### config.mk
export PLATFORM = sky130hd
export DESIGN_NAME = result_capture
export DESIGN_NICKNAME = d
export VERILOG_FILES = /design/src/rtl/timing_tut_pkg.sv /design/src/rtl/result_capture.sv
export SDC_FILE = /design/constraint.sdc
export NUM_CORES = 1
export LEC_CHECK = 0
export BUFFER_PORTS_ARGS = -buffer_cell sky130_fd_sc_hd__buf_2
export CAP_MARGIN = 40
export CORE_MARGIN = 4
export CORE_UTILIZATION = 59
export CTS_CLUSTER_DIAMETER = 30
export DETAILED_ROUTE_END_ITERATION = 16
export GPL_ROUTABILITY_DRIVEN = 0
export GPL_TIMING_DRIVEN = 0
export PLACE_DENSITY_LB_ADDON = 0.25
export RECOVER_POWER = 25
export SLEW_MARGIN = 20
export SYNTH_ARGS = -nofsm -noshare
export SYNTH_HDL_FRONTEND = slang
export SYNTH_SLANG_ARGS = --single-unit
export TNS_END_PERCENT = 10
### constraint.sdc
create_clock -name clk -period 6.2 [get_ports clk]
set_input_delay 0.93 -clock clk [delete_from_list [all_inputs] [get_ports clk]]
set_output_delay 0.93 -clock clk [all_outputs]
set_load 0.02 [all_outputs]
### src/rtl/timing_tut_pkg.sv
// Shared types for the tutorial x/y datapath and its capture stage.
package timing_tut_pkg;

  localparam int unsigned WORD_W = 8;

  typedef logic [WORD_W-1:0] word_t;

endpackage

### src/rtl/result_capture.sv
// Capture stage: FWFT FIFO between the combinational x/y datapath and its consumer,
// plus a running count of accepted results.
module result_capture
  import timing_tut_pkg::*;
#(
  parameter int unsigned WIDTH   = WORD_W,
  parameter int unsigned DEPTH   = 4,
  parameter int unsigned TOTAL_W = 16
) (
  input  logic                       clk,
  input  logic                       rst,
  input  logic                       in_valid,
  output logic                       in_ready,
  input  logic [WIDTH-1:0]           in_data,
  output logic                       out_valid,
  input  logic                       out_ready,
  output logic [WIDTH-1:0]           out_data,
  output logic [$clog2(DEPTH):0]     level,
  output logic [TOTAL_W-1:0]         total
);

  localparam int unsigned PTR_W = $clog2(DEPTH);
  localparam int unsigned LVL_W = PTR_W + 1;

  logic [WIDTH-1:0]   mem_q [DEPTH];
  logic [WIDTH-1:0]   mem_d [DEPTH];
  logic [PTR_W-1:0]   wr_ptr_q, wr_ptr_d;
  logic [PTR_W-1:0]   rd_ptr_q, rd_ptr_d;
  logic [LVL_W-1:0]   level_q, level_d;
  logic [TOTAL_W-1:0] total_q, total_d;
  logic               push_c, pop_c;

  // Handshake status decodes registered state only, so in_ready never sees out_ready.
  assign in_ready  = (level_q != LVL_W'(DEPTH));
  assign out_valid = (level_q != '0);
  assign out_data  = out_valid ? mem_q[rd_ptr_q] : '0;
  assign level     = level_q;
  assign total     = total_q;

  assign push_c = in_valid & in_ready;
  assign pop_c  = out_valid & out_ready;

  always_comb begin
    mem_d    = mem_q;
    wr_ptr_d = wr_ptr_q;
    rd_ptr_d = rd_ptr_q;
    level_d  = level_q;
    total_d  = total_q;
    if (push_c) begin
      mem_d[wr_ptr_q] = in_data;
      wr_ptr_d        = wr_ptr_q + PTR_W'(1);
      total_d         = total_q + TOTAL_W'(1);
    end
    if (pop_c) begin
      rd_ptr_d = rd_ptr_q + PTR_W'(1);
    end
    case ({push_c, pop_c})
      2'b10:   level_d = level_q + LVL_W'(1);
      2'b01:   level_d = level_q - LVL_W'(1);
      default: level_d = level_q;
    endcase
  end

  // Storage is deliberately left out of reset; out_data is masked while empty.
  always_ff @(posedge clk) begin
    mem_q <= mem_d;
  end

  always_ff @(posedge clk) begin
    if (rst) begin
      wr_ptr_q <= '0;
      rd_ptr_q <= '0;
      level_q  <= '0;
      total_q  <= '0;
    end else begin
      wr_ptr_q <= wr_ptr_d;
      rd_ptr_q <= rd_ptr_d;
      level_q  <= level_d;
      total_q  <= total_d;
    end
  end

  a_no_push_full : assert property (@(posedge clk) disable iff (rst)
    !(push_c && level_q == LVL_W'(DEPTH)));

  a_no_pop_empty : assert property (@(posedge clk) disable iff (rst)
    !(pop_c && level_q == '0));

  // Full and empty both have equal pointers; the level's low bits disambiguate nothing else.
  a_level_ptrs : assert property (@(posedge clk) disable iff (rst)
    (PTR_W'(wr_ptr_q - rd_ptr_q) == level_q[PTR_W-1:0]) && (level_q <= LVL_W'(DEPTH)));

endmodule
==> impl_metrics.toml <==
[worst_hold_path]
hp-class = "flop to flop"
worstHoldPathCells = 2
min_from = "total[15]"
hold_path_end = "total[15]"

[route]
ant_nets = 0
vias = 1526
drt_iter0_markers = 82
routed_wl_um = 4440
viasPerCell = 5.55
firstDrtPassIters = 4
wl_per_cell_um = 16.1
drc_errors = 0

[status]
status = "finished, final reports clean"

[floorplan]
start_util_pct = 62.8
die-area_um2 = 5090
dieWidth_um = 71.3
core_um2 = 3770
rows = 22
pin_count = 41
die_y_um = 71.3

[pwr]
power_frac_comb_pct = 33.1
clkPwrFrac_pct = 22.6
vdd_drop_max_v = 0.000219
p_leak_uw = 0.00101
p_sw_share_pct = 32.5
power_density_nw_per_um2 = 372
p_sw_uw = 331
intPower_uw = 685
power_frac_seq_pct = 44.3

[setup_path]
crit_required_ns = 6.44
path_max_fanout = 10
worst_setup_path_end_kind = "flop"
max_stage_delay_ns = 0.41
arrival_ns = 3.14
path_class = "flop to flop"
cpLargestDelayFamily = "simple AND/OR/NAND/NOR gates"
slowest_stage = "or3_2"
cpMostUsedCell = "inv_1"
critPathBufInv = 5
crit_path_start_kind = "flop"
rr_startpoint = "level[0]"
path_cells = "nor3b_2 -> clkbuf_8 -> inv_1 -> and2_2 -> clkbuf_1 -> inv_1 -> ha_1 -> inv_1 -> fa_1 -> xor2_1 -> or3_2 -> a21oi_1"
reg2regPathDepth = 12
regToRegSetupSlack_ns = 3.30
r2r-end = "level[2]"

[synth]
synth_area_um2 = 2370
synth.top_cell.area_share_pct = 40.6
ys_ff_latch = 55
ys_seq_area_share_pct = 60.0
synth_warnings = 0
syn_inst = 179
synth_nets = 198
avgSynthCellArea_um2 = 13.2
synth_area_leaders = "edfxtp_1 (41%), dfxtp_1 (19%), mux4_2 (7.6%), xnor2_1 (3.3%), ha_1 (3.2%)"
yosysTopAreaCell = "edfxtp_1"
synth_cell_types = 35

[layout]
layout_common_cells = "buf_2 (33), edfxtp_1 (32), dfxtp_1 (23), nor2_1 (16), clkbuf_1 (12)"
area.growth.synth_to_final_pct = 15.3
fin_nets = 245
final_common_cell = "buf_2"
n_antenna_cell = 0
drive_gt1_share_pct = 28.2

[clocking]
cts_buffers = 5
cts_setup_buffers = 0
path_clk_slew_ns = 0.09
cts_sinks = 55
cts_tree = "built"
clkLatencyLatePin_ns = 0.30
cts-htree-levels = 2
cts_root_buf = "clkbuf_8"
cts_buffer_depth = 2
cts_resized = 0
holdBufCountCts = 0

[grt]
grt_start_max_net_pins = 18
gr-total-overflow = 0
track_usage_pct = 19.0
grt_pass1_vias = 1565
grt_pass1_wl_um = 7380
antenna_found_initial = 0

[timing]
tightest_slew_ns = 0.545
tns_ns = 0
final_max_slew_viol_count = 0
timing.final.crit_share_pct = 46.8
hold_viol = 0
fin_ws_ns = 3.30
setup_viol = 0
fmax_ghz = 0.345
slew_headroom_pct = 63.7
finalClockSkew_ns = 0.00715
fin_crit_ns = 2.90
rsz0062_at_grt = "false"

[run]
drv_cap = 0

[place]
dp_slack_ns = 3.17
io_buffers = 40
hpwl_um = 3310
[metal layers]
layer  global-route usage, %  share of wire (%)  up-vias
met1                    22.3                 40      739
met4                    6.89                1.4        0
met3                    4.63                5.2        6
met5                       0                  0        -
met2                    33.6                 53       38
li1                        -                  -      743
[per-stage QoR]
stage | instance area (um^2) | instances | total power (uW) | util, % | hold WS, ns
after floorplan | 2370 | 179 | 697 | - | 0.469
after global placement | 2630 | 267 | 784 | 69.7 | 0.465
after detailed placement | 2630 | 267 | 802 | 69.7 | 0.478
after CTS | 2740 | 275 | 1030 | 72.7 | 0.491
after global routing | 2730 | 275 | 1070 | 72.4 | 0.523
final | 2730 | 275 | 1020 | 72.4 | 0.486
[Yosys cell counts]
library cell and number:
clkbuf_8 1, or4_4 1, and2_2 1, and2_1 10
dfxtp_1 23, nor4_1 3, clkbuf_1 4, buf_2 1
fa_1 1, and3_2 4, o31ai_1 2, ha_1 6
or4_1 2, nand3_1 6, nand4_2 1, nor3b_1 1
or3_2 3, xor2_1 6, nor3b_2 1, xnor2_1 9
nor2_1 16, mux4_2 8, a21oi_1 9, or3_1 2
nand2_1 8, nand4_1 1, inv_1 7, o21ai_0 4
nor4b_1 1, nand4_4 1, nor3_1 1, edfxtp_1 32
nand3_2 1, buf_1 1, or3_4 1
[power groups by stage]
| stage | clock network, uW | registers, uW | logic, uW |
|---|---|---|---|
| after detailed placement | 0 | 459 | 343 |
| after floorplan | 0 | 466 | 232 |
| after global placement | 0 | 453 | 330 |
| after CTS | 237 | 450 | 344 |
| after global routing | 251 | 453 | 371 |
| final | 230 | 450 | 336 |
[sequential cells by signal (all words and copies together) (netlist names)]
register,flops
wr_ptr_q,2
mem_q,32
level,3
rd_ptr_q,2
total,16
[worst reg2reg max path, cell delays in order (launching register included)]
cell and delay (ns):
dfxtp_1 0.37, nor3b_2 0.28, clkbuf_8 0.21, inv_1 0.09, and2_2 0.20, clkbuf_1 0.16
inv_1 0.15, ha_1 0.21, inv_1 0.07, fa_1 0.38, xor2_1 0.16, or3_2 0.41
a21oi_1 0.14
[worst max path at each step]
stage | from | cells past startpoint | end
3_3_place_gp | in_valid | 10 | level[2]
5_1_grt | level[0] | 12 | level[2]
6_report | level[0] | 12 | level[2]
4_1_cts | level[0] | 12 | level[2]
2_1_floorplan | level[2] | 12 | level[2]
3_5_place_dp | in_valid | 10 | level[2]
[kinds of logic after synthesis]
group,synth area share (%)
buf+inv,2.70
mux,7.61
flops,60.0
xor+xnor,5.55
simple gates,16.7
fa+ha+maj,4.02
compound gates,3.38
[layout make-up]
type                    instances  area (um^2)
clock inverters                 3         43.8
flip-flops and latches         55         1420
plain buffers                   7         37.5
fillers                       257         1040
well taps                      48         60.1
inverters                       7         26.3
multi-input cells             110          882
clock buffers                   5         68.8
repair buffers                 40          190
Note: power is estimated with default switching activity, not from simulation.
